--- config.mk ---
export PLATFORM = sky130hd
export DESIGN_NAME = tc_pipe_flat
export DESIGN_NICKNAME = d
export VERILOG_FILES = /design/src/rtl/tc_pipe_pkg.sv /design/src/rtl/tc_pipe_if.sv /design/src/rtl/tc_pipe_stage.sv /design/src/rtl/tc_pipe.sv /design/src/flat_wrapper.sv
export SDC_FILE = /design/constraint.sdc
export NUM_CORES = 1
export LEC_CHECK = 0
export CORE_MARGIN = 8
export CORE_UTILIZATION = 30
export CTS_CLUSTER_SIZE = 40
export DETAILED_ROUTE_END_ITERATION = 12
export MAX_ROUTING_LAYER = met4
export PLACE_DENSITY = 0.5
export SETUP_SLACK_MARGIN = 0.15
export SYNTH_ARGS = -nofsm -noshare
export SYNTH_HDL_FRONTEND = slang
export SYNTH_SLANG_ARGS = --single-unit
--- constraint.sdc ---
create_clock -name CLK -period 2.1 [get_ports CLK]
set_input_delay 0.21 -clock CLK [delete_from_list [all_inputs] [get_ports CLK]]
set_output_delay 0.21 -clock CLK [all_outputs]
set_load 0.02 [all_outputs]
--- src/rtl/tc_pipe_pkg.sv ---
// Shared definitions for the pipelined true/complement unit: mode encodings
// and width-dependent extreme values of a two's-complement sample.
package tc_pipe_pkg;

  typedef enum logic [1:0] {
    TC_PASS = 2'd0,
    TC_NEG  = 2'd1,
    TC_CMP  = 2'd2,
    TC_ABS  = 2'd3
  } tc_mode_e;

  // Callers narrow the 64-bit result to their own width W (4..64).
  function automatic logic [63:0] tc_most_neg(input int unsigned w);
    return 64'd1 << (w - 1);
  endfunction

  function automatic logic [63:0] tc_most_pos(input int unsigned w);
    return (64'd1 << (w - 1)) - 64'd1;
  endfunction

endpackage

--- src/rtl/tc_pipe_if.sv ---
// Streaming bus of tc_pipe: sample/tag/mode input side, result output side,
// overflow reporting and sticky clear.
interface tc_pipe_if
  import tc_pipe_pkg::*;
#(
  parameter int W    = 18,
  parameter int TAGW = 2
);
  logic [W-1:0]    D;
  logic [TAGW-1:0] TI;
  tc_mode_e        MODE;
  logic            CMP;
  logic            VI;
  logic            RI;
  logic [W-1:0]    Y;
  logic [TAGW-1:0] TO;
  logic            VO;
  logic            RO;
  logic            OVF;
  logic            OVFS;
  logic            CLR;

  modport master (
    output D, TI, MODE, CMP, VI, RO, CLR,
    input  RI, Y, TO, VO, OVF, OVFS
  );

  modport slave (
    input  D, TI, MODE, CMP, VI, RO, CLR,
    output RI, Y, TO, VO, OVF, OVFS
  );
endinterface

--- src/rtl/tc_pipe_stage.sv ---
// Generic valid/ready register slice: captures payload and valid whenever
// it is empty or downstream is taking the current contents.
module tc_pipe_stage #(
  parameter int PW = 8
) (
  input  logic          clk,
  input  logic          rst_n,
  input  logic          vin,
  input  logic [PW-1:0] din,
  input  logic          rdy,
  output logic          load,
  output logic          vout,
  output logic [PW-1:0] dout
);

  assign load = !vout || rdy;

  always_ff @(posedge clk or negedge rst_n) begin
    if (!rst_n) begin
      vout <= 1'b0;
      dout <= '0;
    end else if (load) begin
      vout <= vin;
      dout <= din;
    end
  end

endmodule

--- src/rtl/tc_pipe.sv ---
// Two-stage pipelined true/complement unit: pass, negate, CMP-controlled
// complement or absolute value, with optional saturation and sticky overflow.
module tc_pipe
  import tc_pipe_pkg::*;
#(
  parameter int W    = 18,
  parameter int SAT  = 1,
  parameter int TAGW = 2
) (
  input logic     CLK,
  input logic     RSTN,
  tc_pipe_if.slave bus
);

  localparam logic [W-1:0] MOST_NEG = W'(tc_most_neg(W));
  localparam logic [W-1:0] MOST_POS = W'(tc_most_pos(W));
  localparam int P1W = TAGW + 2 + W;
  localparam int P2W = TAGW + 1 + W;

  logic           neg;
  logic [P1W-1:0] p1_d, p1_q;
  logic [P2W-1:0] p2_d, p2_q;
  logic           v1, load1, load2;
  logic [W-1:0]   x1, y2;
  logic           c1, mn1;
  logic [TAGW-1:0] t1;
  logic           ovfs;

  always_comb begin
    neg = 1'b0;
    case (bus.MODE)
      TC_PASS: neg = 1'b0;
      TC_NEG:  neg = 1'b1;
      TC_CMP:  neg = bus.CMP;
      TC_ABS:  neg = bus.D[W-1];
      default: neg = 1'b0;
    endcase
  end

  // Stage 1 carries the one's complement plus the pending +1, so the adder
  // sits entirely in stage 2.
  assign p1_d = {bus.TI, neg & (bus.D == MOST_NEG), neg, neg ? ~bus.D : bus.D};

  assign x1  = p1_q[W-1:0];
  assign c1  = p1_q[W];
  assign mn1 = p1_q[W+1];
  assign t1  = p1_q[P1W-1 -: TAGW];

  always_comb begin
    y2 = x1 + {{(W-1){1'b0}}, c1};
    if (SAT != 0 && mn1) y2 = MOST_POS;
  end

  assign p2_d = {t1, mn1, y2};

  tc_pipe_stage #(.PW(P1W)) u_s1 (
    .clk   (CLK),
    .rst_n (RSTN),
    .vin   (bus.VI),
    .din   (p1_d),
    .rdy   (load2),
    .load  (load1),
    .vout  (v1),
    .dout  (p1_q)
  );

  tc_pipe_stage #(.PW(P2W)) u_s2 (
    .clk   (CLK),
    .rst_n (RSTN),
    .vin   (v1),
    .din   (p2_d),
    .rdy   (bus.RO),
    .load  (load2),
    .vout  (bus.VO),
    .dout  (p2_q)
  );

  assign bus.RI  = load1;
  assign bus.Y   = p2_q[W-1:0];
  assign bus.TO  = p2_q[P2W-1 -: TAGW];
  // Bubbles load stale stage-1 flags, so the flag is qualified by valid.
  assign bus.OVF = bus.VO & p2_q[W];

  always_ff @(posedge CLK or negedge RSTN) begin
    if (!RSTN) begin
      ovfs <= 1'b0;
    end else if (bus.VO && bus.RO && bus.OVF) begin
      ovfs <= 1'b1;
    end else if (bus.CLR) begin
      ovfs <= 1'b0;
    end
  end

  assign bus.OVFS = ovfs;

endmodule

--- src/flat_wrapper.sv ---
// flat-port wrapper written by rule: the top's interface ports become plain ports
module tc_pipe_flat import tc_pipe_pkg::*;
#(
  parameter int W    = 18,
  parameter int SAT  = 1,
  parameter int TAGW = 2
)
  (CLK, RSTN, bus_D, bus_TI, bus_MODE, bus_CMP, bus_VI, bus_RO, bus_CLR, bus_RI, bus_Y, bus_TO, bus_VO, bus_OVF, bus_OVFS);
  tc_pipe_if #(.W(W), .TAGW(TAGW)) bus_i ();
  input logic CLK;
  input logic RSTN;
  input wire logic [$bits(bus_i.D)-1:0] bus_D;
  input wire logic [$bits(bus_i.TI)-1:0] bus_TI;
  input wire logic [$bits(bus_i.MODE)-1:0] bus_MODE;
  input wire logic [$bits(bus_i.CMP)-1:0] bus_CMP;
  input wire logic [$bits(bus_i.VI)-1:0] bus_VI;
  input wire logic [$bits(bus_i.RO)-1:0] bus_RO;
  input wire logic [$bits(bus_i.CLR)-1:0] bus_CLR;
  output wire logic [$bits(bus_i.RI)-1:0] bus_RI;
  output wire logic [$bits(bus_i.Y)-1:0] bus_Y;
  output wire logic [$bits(bus_i.TO)-1:0] bus_TO;
  output wire logic [$bits(bus_i.VO)-1:0] bus_VO;
  output wire logic [$bits(bus_i.OVF)-1:0] bus_OVF;
  output wire logic [$bits(bus_i.OVFS)-1:0] bus_OVFS;
  assign bus_i.D = bus_D;
  assign bus_i.TI = bus_TI;
  assign bus_i.MODE = bus_MODE;
  assign bus_i.CMP = bus_CMP;
  assign bus_i.VI = bus_VI;
  assign bus_i.RO = bus_RO;
  assign bus_i.CLR = bus_CLR;
  assign bus_RI = bus_i.RI;
  assign bus_Y = bus_i.Y;
  assign bus_TO = bus_i.TO;
  assign bus_VO = bus_i.VO;
  assign bus_OVF = bus_i.OVF;
  assign bus_OVFS = bus_i.OVFS;
  tc_pipe #(.W(W), .SAT(SAT), .TAGW(TAGW)) u_core (.CLK(CLK), .RSTN(RSTN), .bus(bus_i));
endmodule
# After elaboration in Yosys (flattened, before gate mapping)
# Cells that the tools add are included.
dict set report word_totals {
  mem_bits_ro 0
  ff_bits 46
  output_inout_bits 24
  mem_bits_rw 0
  in_bits 28
  mem_count 0
  latchBits 0
}
dict set report classes {
  n_div 0
  magnitude_cmp 0
  n_mul 0
  bitwise_logic 3
  reduce_logical 8
  mux 5
  n_addsub 1
  eq_ne 4
  shift 0
}
# operator count
set ops {}
lappend ops {{18-bit two-way mux} 2}
lappend ops {{18-bit by 1-bit adder with 18-bit output} 1}
lappend ops {{18-bit == test, second input constant} 1}
lappend ops {{18-bit inverter} 1}
lappend ops {{2-bit == test, second input constant} 2}
lappend ops {{1-bit one-hot mux with 4 select lines} 1}
lappend ops {{1-bit AND} 2}
lappend ops {{2-bit by 1-bit == test with 1-bit output, second input constant} 1}
lappend ops {{1-bit logical AND} 2}
lappend ops {{1-bit zero test} 2}
lappend ops {{2-bit zero test} 1}
lappend ops {{1-bit logical OR} 2}
lappend ops {{1-bit two-way mux} 2}
lappend ops {{2-bit nonzero test} 1}

# Longest topological paths before layout
dict set report logic_depth {
  ltp_word 3
  depth_mapped 6
  ltp_nobuf 6
}

# By module
# Synthesis repeated with hierarchy kept, for this count alone.
dict set report unflattened {
  hier_cells 202
  hier_area_um2 2612.5
}
# module seq_area_each_um2 instances area_each_um2 cells_each
set modules_own_cells {}
lappend modules_own_cells {{tc_pipe_stage (u_core.u_s1)} 575.6 1 962.2 50}
lappend modules_own_cells {{tc_pipe_stage (u_core.u_s2)} 550.5 1 925.9 48}
lappend modules_own_cells {tc_pipe 25.0 1 724.4 104}

# Worst setup path after synthesis
# Ideal clock, no wire load.
dict set report synth_timing {
  path_kind {register -> register}
  startpoint {register u_core.u_s1.dout[0]}
  endpoint {register u_core.u_s2.dout[12]}
  required_ps 1963
  slack_ps 445
  path_stages_with_launch 7
  t_arrival_ps 1517
  synth_period_minus_slack_ps 1655
  path_buffers 0
  setup_ps 137
  cell_sequence {dfrtp_1 -> ha_1 -> ha_1 -> nand3_1 -> nor2_1 -> a2111oi_0 -> nor3_1}
}
dict set report synth_between {
  elab_chain_cells 2
}
# element line
set synth_lines {}
lappend synth_lines {{from (decl)} tc_pipe_stage.sv:13} ;# output logic [PW-1:0] dout
lappend synth_lines {{from (signal assigned)} tc_pipe_stage.sv:24} ;# dout <= din;
lappend synth_lines {{18-bit by 1-bit adder with 18-bit output} tc_pipe.sv:50} ;# y2 = x1 + {{(W-1){1'b0}}, c1};
lappend synth_lines {{18-bit two-way mux} tc_pipe.sv:51} ;# if (SAT != 0 && mn1) y2 = MOST_POS;
lappend synth_lines {{to (signal assigned)} tc_pipe_stage.sv:24}
lappend synth_lines {{to (decl)} tc_pipe_stage.sv:13}
# Every way passes these cells.
# A chain may end at the register's enable or synchronous reset.

# Worst setup path in the final report
dict set report layout_timing {
  startpoint {register u_core.u_s1.dout[0]}
  endpoint {register u_core.u_s2.dout[16]}
}
# Same word-level chain as after synthesis.

==> flow_summary_export.csv <==
group,metric,value,unit
cts,cts_tree,"done",
route,postRouteAntennaNets,0,
layout,layout.nets,313,
critical_path,path_cells,"ha_1, ha_1, nand3_1, nor2_2, a2111oi_2, nor3_1",
yosys,syn_inst,248,
sta,fin_tns_setup,0,ns
yosys,synthDominantCellAreaShare,47.9,%
sta,finalHoldViolations,0,
critical_path,slowest_stage,"dfrtp_1",
cts,cts_setup_buffers,0,
power,power.total,2450,uW
sta,rsz0062_at_grt,"no",
grt,grt_pass1_vias,1888,
sta,fmax,565,MHz
route,wirelength,5570,um
layout,areaGrowthSynthToFinish,25.9,%
yosys,yosys-top-cells-area,"dfrtp_1, xnor2_1, buf_4",
yosys,seq_area_frac_synth,47.9,%
critical_path,crit_family,"adder cells",
yosys,avgSynthCellArea,9.68,um^2
yosys,synthXorXnorAreaFrac,9.85,%
sta,worstMarginPinSlew,0.863,ns
critical_path,critPathCaptureType,"flop",
grt,grt_overflow_total,0,
yosys,syn_area,0.00240,mm^2
cts,clk_pin_slew,0.09,ns
yosys,ys_ff_latch,46,
critical_path,worst_ep_arrival_time,1.94,ns
critical_path,worstPathRequired,2.27,ns
floorplanning,chipHeight,105,um
run_status,status,"finished, final reports clean",
power,intPower,1660,uW
route,drt_pass1_iterations,4,
yosys,synth_edf_count,0,
critical_path,cp_common_cell,"ha_1",
floorplanning,die-width,105,um
power,combinationalPowerShare,29.1,%
cts,clock-root-buffer,"clkbuf_8",
floorplanning,dieArea,0.0111,mm^2
yosys,yosysMostFrequentCell,"dfrtp_1",
placement,dp_slack,0.244,ns
sta,finalClockSkew,0.00671,ns
cts,h-tree-depth,2,
yosys,synthAdderAreaFrac,1.04,%
power,power_density,810,mW/mm^2
yosys,synth_top_flop_cell,"dfrtp_1",
yosys,synth_top_area_cell,"dfrtp_1",
power,p_sw,790,uW
route,num_vias,1829,
sta,finalCritPeriodShare,84.3,%
yosys,synth.distinct_cells,38,
floorplanning,num_rows,32,
yosys,synth_compound_area_share,11.8,%
route,drt-initial-drc-count,65,
yosys,yosys.area_share.simple,19.0,%
route,post-route-drc-count,0,
power,p_leak,0.00118,uW
grt,grt_pass1_wl,9500,um
critical_path,path_max_fanout,7,
grt,antenna_found_initial,0,
sta,setup_violations,0,
power,pwr-share-clk,23.0,%
grt,grt_usage,10.8,%
flow_run,cap_viol_max_count,0,
cts,cts.path.max_buffers,2,
placement,hpwl,4220,um
layout,final_layout_size_suffix_gt1_share,10.2,%
power,ir_drop,0.274,mV
yosys,synth_fp_nets,278,
critical_path,critPathKind,"flop to flop",
route,via_per_inst,4.74,
critical_path,cp-start-kind,"flop",
power,p_sw_share,32.3,%
sta,min_period,1.77,ns
placement,gp_congestion,0.775,
sta,slew_headroom,42.5,%
yosys,synth_mux_area_share,1.82,%
cts,cts_sinks,46,
layout,insertedDiodeCount,0,
sta,setup_ws,0.329,ns
critical_path,crit_buf_inv,0,
grt,grt_start_max_net_pins,43,
sta,holdWs,0.0214,ns
floorplanning,ios,52,
sta,maxSlewViolCount,0,
route,wl_per_cell,14.4,um
critical_path,slowest_delay,0.39,ns
yosys,yosys_warnings,0,
hold_path,hold_class,"input port to asynchronous set/reset pin",
placement,port_buffers,51,
yosys,synthTopCellsByCount,"dfrtp_1, nor2_1, a21oi_1",
yosys,synth_top_family_by_area,"simple AND/OR/NAND/NOR gates",
floorplanning,coreArea,0.00773,mm^2
power,p_seq_share,47.9,%
cts,cts_made_buffers,5,
floorplanning,initial_utilization,31.1,%
yosys,async_flop_share,100,%
cts,worst_skew_pair.late_latency,0.30,ns
[power groups by stage]
stage | combinational (uW) | clock [uW] | sequential [uW]
2_1_floorplan | 517 | 0 | 1150
3_3_place_gp | 714 | 0 | 1190
3_5_place_dp | 716 | 0 | 1190
4_1_cts | 719 | 589 | 1170
5_1_grt | 781 | 622 | 1200
6_report | 712 | 563 | 1170
[state kept, by name, indices dropped and copies added, names as in the netlist]
register / cells
u_core.bus.OVFS: 1
u_core.u_s1.dout: 22
u_core.u_s1.vout: 1
u_core.u_s2.dout: 21
u_core.u_s2.vout: 1
[worst paths after layout]
kind	from	to	slack, ns	cells past startpoint
worst max-delay path	u_core.u_s1.dout[0]	u_core.u_s2.dout[16]	0.33	6
worst min-delay path	RSTN	u_core.u_s1.dout[11]	0.02	1
worst max register to register	u_core.u_s1.dout[0]	u_core.u_s2.dout[16]	0.33	6
worst min register to register	u_core.u_s1.vout	u_core.u_s2.vout	0.47	1
max in group asynchronous	RSTN	u_core.u_s1.dout[0]	1.45	2
min in group CLK	u_core.u_s1.vout	u_core.u_s2.vout	0.47	1
[timing repair]
| action | CTS | global route |
|---|---|---|
| gates resized for setup | 0 | 8 |
| endpoints found under the setup margin | 0 | 4 |
| hold buffers | 0 | 0 |
| endpoints found under the hold margin | 0 | 0 |
[routing by layer]
metal	share of wire [%]	up-vias	track usage [%]
met1	50	866	13.8
met3	3.4	2	2.50
li1	-	920	-
met4	0.92	0	3.98
met2	46	41	16.1
met5	0	-	-
[metrics by stage]
| step | instance area [um^2] | instances | utilization [%] |
|---|---|---|---|
| 3_3_place_gp | 2900 | 378 | 37.6 |
| 2_1_floorplan | 2400 | 248 | - |
| 3_5_place_dp | 2900 | 378 | 37.6 |
| 4_1_cts | 3000 | 386 | 38.8 |
| 6_report | 3020 | 386 | 39.1 |
| 5_1_grt | 3020 | 386 | 39.1 |
[logic make-up after synthesis]
logic type,count (synthesis)
fa+ha+maj,2
mux,4
compound gates,48
buf+inv,32
flops,46
xor+xnor,27
simple gates,89
[layout make-up]
class | count | area [um^2]
clock buffers | 6 | 82.6
clock inverters | 2 | 12.5
fillers | 786 | 4700
inverters | 2 | 7.51
multi-input cells | 170 | 1070
flip-flops and latches | 46 | 1150
well taps | 102 | 128
repair buffers | 58 | 573
[layout by cell type, fill, tap and decap left out, drive strengths merged, types with 2 or more instances in the layout]
| cell | synthesis | final |
|---|---|---|
| clkdlybuf4s50 | 0 | 49 |
| dfrtp | 46 | 46 |
| nor2 | 35 | 35 |
| a21oi | 27 | 27 |
| xnor2 | 23 | 23 |
| nand2 | 16 | 16 |
| buf | 22 | 8 |
| nor3 | 7 | 7 |
| o21ai | 6 | 6 |
| clkbuf | 8 | 6 |
| and4 | 6 | 6 |
| nand3 | 5 | 5 |
| nand4 | 5 | 5 |
| a31oi | 4 | 4 |
| xor2 | 4 | 4 |
| and3 | 4 | 4 |
| nand2b | 3 | 3 |
| a2111oi | 3 | 3 |
| mux2 | 3 | 3 |
| nor2b | 2 | 2 |
| inv | 2 | 2 |
| or4 | 2 | 2 |
| o21a | 2 | 2 |
| nor4 | 2 | 2 |
| ha | 2 | 2 |
Power figures use the tool's default switching activity.
